File: src/rtl/green_led_pkg.sv
// Shared types and constants for the green LED output stage.
// Channel count, per-channel state encoding and counter width helpers.
package green_led_pkg;

  localparam int NUM_LEDS = 9;

  typedef enum logic [1:0] {
    OFF     = 2'd0,
    ON      = 2'd1,
    STRETCH = 2'd2
  } led_state_t;

  function automatic int st_cnt_w(input int ticks);
    return $clog2(ticks + 1);
  endfunction

  function automatic int cnt_w(input int n);
    return (n <= 2) ? 1 : $clog2(n);
  endfunction

endpackage

File: src/rtl/led_stretch_channel.sv
// One LED channel: holds the LED active for a minimum number of
// ticks after the command drops, re-armed by any new rise.
module led_stretch_channel
  import green_led_pkg::*;
#(
  parameter int STRETCH_TICKS = 100
) (
  input  logic clk,
  input  logic reset_n,
  input  logic cmd,
  input  logic tick,
  output logic active
);

  localparam int SW = st_cnt_w(STRETCH_TICKS);

  led_state_t    state, state_n;
  logic [SW-1:0] st_cnt, st_cnt_n;

  // State and stretch counter registers.
  always_ff @(posedge clk or negedge reset_n) begin
    if (!reset_n) begin
      state  <= OFF;
      st_cnt <= '0;
    end else begin
      state  <= state_n;
      st_cnt <= st_cnt_n;
    end
  end

  // Next state; a rise during stretch beats a same-cycle expiry.
  always_comb begin
    state_n  = state;
    st_cnt_n = st_cnt;
    unique case (state)
      OFF: begin
        if (cmd) state_n = ON;
      end
      ON: begin
        if (!cmd) begin
          state_n  = STRETCH;
          st_cnt_n = SW'(STRETCH_TICKS);
        end
      end
      STRETCH: begin
        if (cmd) begin
          state_n = ON;
        end else if (tick) begin
          if (st_cnt == SW'(1)) begin
            state_n  = OFF;
            st_cnt_n = '0;
          end else begin
            st_cnt_n = st_cnt - SW'(1);
          end
        end
      end
      default: begin
        state_n  = OFF;
        st_cnt_n = '0;
      end
    endcase
  end

  assign active = (state != OFF);

endmodule

File: src/rtl/green_led_driver.sv
// Green LED output stage: shared tick prescaler, PWM dimmer,
// global blink phase and per-channel pulse stretchers.
module green_led_driver
  import green_led_pkg::*;
#(
  parameter int TICK_DIV      = 50000,
  parameter int STRETCH_TICKS = 100,
  parameter int BLINK_TICKS   = 250,
  parameter int PWM_BITS      = 4,
  parameter int DUTY          = 8
) (
  input  logic                clk,
  input  logic                reset_n,
  input  logic [NUM_LEDS-1:0] led_cmd,
  input  logic [NUM_LEDS-1:0] blink_mask,
  input  logic                dim_en,
  output logic [NUM_LEDS-1:0] led_out
);

  localparam int PW = cnt_w(TICK_DIV);
  localparam int BW = cnt_w(BLINK_TICKS);

  logic [PW-1:0]       pre_cnt;
  logic                tick;
  logic [PWM_BITS-1:0] pwm_cnt;
  logic                pwm_on;
  logic [BW-1:0]       blink_cnt;
  logic                blink_phase;
  logic [NUM_LEDS-1:0] active;
  logic [NUM_LEDS-1:0] blink_gate;
  logic [NUM_LEDS-1:0] dim_gate;

  assign tick   = (pre_cnt == PW'(TICK_DIV - 1));
  assign pwm_on = ({1'b0, pwm_cnt} < (PWM_BITS + 1)'(DUTY));

  // Prescaler wrapping every TICK_DIV cycles.
  always_ff @(posedge clk or negedge reset_n) begin
    if (!reset_n) begin
      pre_cnt <= '0;
    end else if (tick) begin
      pre_cnt <= '0;
    end else begin
      pre_cnt <= pre_cnt + PW'(1);
    end
  end

  // Free-running PWM counter, wraps naturally.
  always_ff @(posedge clk or negedge reset_n) begin
    if (!reset_n) begin
      pwm_cnt <= '0;
    end else begin
      pwm_cnt <= pwm_cnt + PWM_BITS'(1);
    end
  end

  // Blink half-period counter and global phase.
  always_ff @(posedge clk or negedge reset_n) begin
    if (!reset_n) begin
      blink_cnt   <= '0;
      blink_phase <= 1'b1;
    end else if (tick) begin
      if (blink_cnt == BW'(BLINK_TICKS - 1)) begin
        blink_cnt   <= '0;
        blink_phase <= ~blink_phase;
      end else begin
        blink_cnt <= blink_cnt + BW'(1);
      end
    end
  end

  for (genvar i = 0; i < NUM_LEDS; i++) begin : g_ch
    led_stretch_channel #(
      .STRETCH_TICKS(STRETCH_TICKS)
    ) u_ch (
      .clk    (clk),
      .reset_n(reset_n),
      .cmd    (led_cmd[i]),
      .tick   (tick),
      .active (active[i])
    );
  end

  assign blink_gate = ~blink_mask | {NUM_LEDS{blink_phase}};
  assign dim_gate   = dim_en ? {NUM_LEDS{pwm_on}} : '1;

  // Registered LED drive with blink and dim gating.
  always_ff @(posedge clk or negedge reset_n) begin
    if (!reset_n) begin
      led_out <= '0;
    end else begin
      led_out <= active & blink_gate & dim_gate;
    end
  end

endmodule

File: config.mk
export PLATFORM = sky130hd
export DESIGN_NAME = green_led_driver
export DESIGN_NICKNAME = d
export VERILOG_FILES = /design/src/rtl/green_led_pkg.sv /design/src/rtl/led_stretch_channel.sv /design/src/rtl/green_led_driver.sv
export SDC_FILE = /design/constraint.sdc
export NUM_CORES = 1
export LEC_CHECK = 0
export ABC_AREA = 0
export CAP_MARGIN = 20
export CORE_ASPECT_RATIO = 1.2
export CORE_MARGIN = 3
export CORE_UTILIZATION = 62
export CTS_CLUSTER_SIZE = 24
export DETAILED_ROUTE_END_ITERATION = 12
export PLACE_DENSITY = 0.82
export SYNTH_ARGS = -nofsm -noshare
export SYNTH_HDL_FRONTEND = slang
export SYNTH_SLANG_ARGS = --single-unit
File: constraint.sdc
create_clock -name clk -period 2.4 [get_ports clk]
set_input_delay 0.72 -clock clk [delete_from_list [all_inputs] [get_ports clk]]
set_output_delay 0.72 -clock clk [all_outputs]
set_load 0.02 [all_outputs]
==> results.md <==
* Setup-failing EPs final at 0
* Routed vias/inst at 6.08
* Setup bufs post-CTS at 0
* Count of input and output buffers at 29
* Post-DR wirelength/cell at 16.2 um
* Setup repair after global routing missed its margin: no
* Setup crit start kind: flop
* Filler instances at 831
* Final worst slack at 0.138 ns
* Top cells by area, synth: dfrtp_1 41%, ha_1 12%, o21ai_0 6.6%
* Reg area at 2980 um2
* Hold Slack at 0.232 ns
* Slew Limit Fails at 0
* Setup Crit Path Kind: reg2reg
* Synth top area share at 40.8%
* Die area at 13000 um2
* Share of cells above drive strength 1 at 9.08%
* Initial DRC Count at 377
* Place WS at 0.0996 ns
* Syn Inst Count at 786
* Pwr dens at 1090 nW/um2
* Distinct cells, synth at 63
* Max H-tree Level at 4
* Minimum clock period at 2.26 ns
* R2R Path End: g_ch[4].u_ch.st_cnt[4]
* CTS root buffer: clkbuf_16
* Cell Area, Synth at 7240 um2
* Ys Warns at 0
* Synthesis-stage register bit count at 119
* Max Cap Viol at 0
* Diode count at 0
* Clock latency on the worst-skew pair at 0.41 ns
* Initial antenna violation count at 0
* DRT Pass-1 Iters at 5
* Post-route clock skew at 0.00631 ns
* Total grt overflow at 0
* VDD IR max at 0.000679 V
* ANT nets after route at 0
* CTS Buf Count at 17
* Top fanout value on the critical path at 32
* WP data arrival at 2.54 ns
* Final WL at 16000 um
* Worst r2r path cells at 7
* Status: finished clean
* CTS sink count at 119
* Syn_nets at 874
* Reg-to-Reg Start: pre_cnt[0]
* Mean area per synthesized cell at 9.22 um2
* Synth area leader: dfrtp_1
* Asr flop ratio synth at 100%
* Most common cell in the netlist: dfrtp_1
* First-pass GRT wire length at 26900 um
* Slew headroom at 51.4%
* IO Pins at 30
* Register area share after synthesis at 41.1%
* Total track usage at 25.0%
* Vias in the first global route at 6011
* CP Capture Type: flop
* Core area at 11200 um2
* Reg-to-reg slack, setup at 0.14 ns
* Cts hold-fix bufs at 0
* CTS tree: done
* Leak at 3.70 nW
* Initial Utilization at 64.4%
* HP Class: in2async
* Vias at 6025
* Setup TNS at 0 ns
* Nets at 914
* Fmax at 442 MHz
* Die H at 124 um
* Post-DP HPWL at 11100 um
* Predominant post-synthesis flop cell: dfrtp_1
* # DRC at 0
* Synthesis-to-finish area growth at 14.2%
* Clock-pin slew on the worst setup and hold paths at 0.05 ns
* Placer Congestion at 0.904
* Slew @ Worst Pin at 0.723 ns
* Largest net degree at the start of global routing at 37
* Row Count at 42
* Area occupied by multi-input gates at 3970 um2
* Post-synth top cells: 118 x dfrtp_1, 95 x o21ai_0, 67 x ha_1
* Worst Path Required at 2.68 ns
* Fin crit share at 94.3%
* Hold Fails Final Rpt at 0
* DIE WIDTH at 105 um
* Post-synth EDFFs at 0
* Clock buffer depth at 2
* Final total power at 0.00898 W
-- metal layers --
| metal | vias to the layer above | part of all wire, % | GRT usage, % |
|---|---|---|---|
| li1 | 2899 | - | - |
| met1 | 2909 | 41 | 27.9 |
| met2 | 169 | 52 | 45.4 |
| met3 | 48 | 4.0 | 5.13 |
| met4 | 0 | 2.9 | 11.7 |
| met5 | - | 0 | 0 |
-- cells by family (layout without fill, tap and decap cells) --
kind of cell,count (synthesis),in the layout,share of synthesized area (%)
buffers and inverters,74,125,4.14
AO/OA/AOI/OAI,218,218,18.2
XOR/XNOR,14,14,1.69
adder cells (fa/ha/maj),67,67,11.6
multiplexers,24,24,3.71
AND/OR/NAND/NOR,270,270,19.5
flip-flops,119,119,41.1
-- critical path: stages, from the launching register on --
cell and delay [ns]:
dfrtp_1 0.37, ha_1 0.26, and3_1 0.27, nand4_2 0.15
buf_12 0.21, a221o_1 0.50, o21ai_0 0.24, o31ai_1 0.12
-- worst max path at each step --
stage	slack (ns)	cells past startpoint	startpoint	to
final	0.14	7	pre_cnt[0]	g_ch[4].u_ch.st_cnt[4]
after global routing	0.01	7	pre_cnt[0]	g_ch[4].u_ch.st_cnt[4]
after CTS	0.14	6	pre_cnt[0]	g_ch[7].u_ch.st_cnt[6]
after detailed placement	0.1	6	led_cmd[8]	g_ch[8].u_ch.st_cnt[4]
after global placement	0.14	6	led_cmd[8]	g_ch[8].u_ch.st_cnt[4]
after floorplan	0.40	6	pre_cnt[0]	g_ch[5].u_ch.st_cnt[5]
-- through the flow --
step	instances	utilization (%)	cell area, um2
floorplan	786	-	7240
global placement	961	68.8	7730
detailed placement	961	68.8	7730
CTS	991	73.5	8270
global route	991	73.5	8270
finish	991	73.5	8270
-- what timing repair did --
item | in CTS | in global routing
setup endpoints to repair | 0 | 1
endpoints found under the hold margin | 0 | 0
gates resized for setup | 0 | 1
-- cell type report --
class,instances,share of cell area (%)
clock buffers,26,5.92
clock inverters,4,0.545
inverters,56,2.54
multi-input cells,593,48.0
flip-flops and latches,119,36.0
well taps,154,2.33
repair buffers,39,4.69
-- placed cells by master, fill, tap and decap left out, drive strengths merged, types with 5 or more instances in the layout --
cell,n
dfrtp,118
o21ai,96
ha,67
nor2,61
nand2,58
inv,56
a21oi,47
nor3,30
clkdlybuf4s50,28
clkbuf,26
mux2,23
o31ai,23
nor2b,22
nand3,19
or4,12
a31oi,12
or3,11
buf,11
nand2b,10
xnor2,9
nor4,8
nand4,8
and3,7
xor2,5
a21o,5
a41oi,5
or2,5
-- state kept, by name, indices dropped and copies added (netlist names) --
signal and flops:
led_out 9, pwm_cnt 4, blink_cnt 8, pre_cnt 16
blink_phase 1, g_ch.u_ch.state 18, g_ch.u_ch.st_cnt 63
-- report_power, final --
group          internal [W]  leakage [nW]  switching, W
Clock               0.00149         0.264      0.000847
Combinational       0.00159          1.86       0.00228
Sequential          0.00241          1.58      0.000362
Total               0.00549          3.70       0.00349
Power figures use the tool's default switching activity.
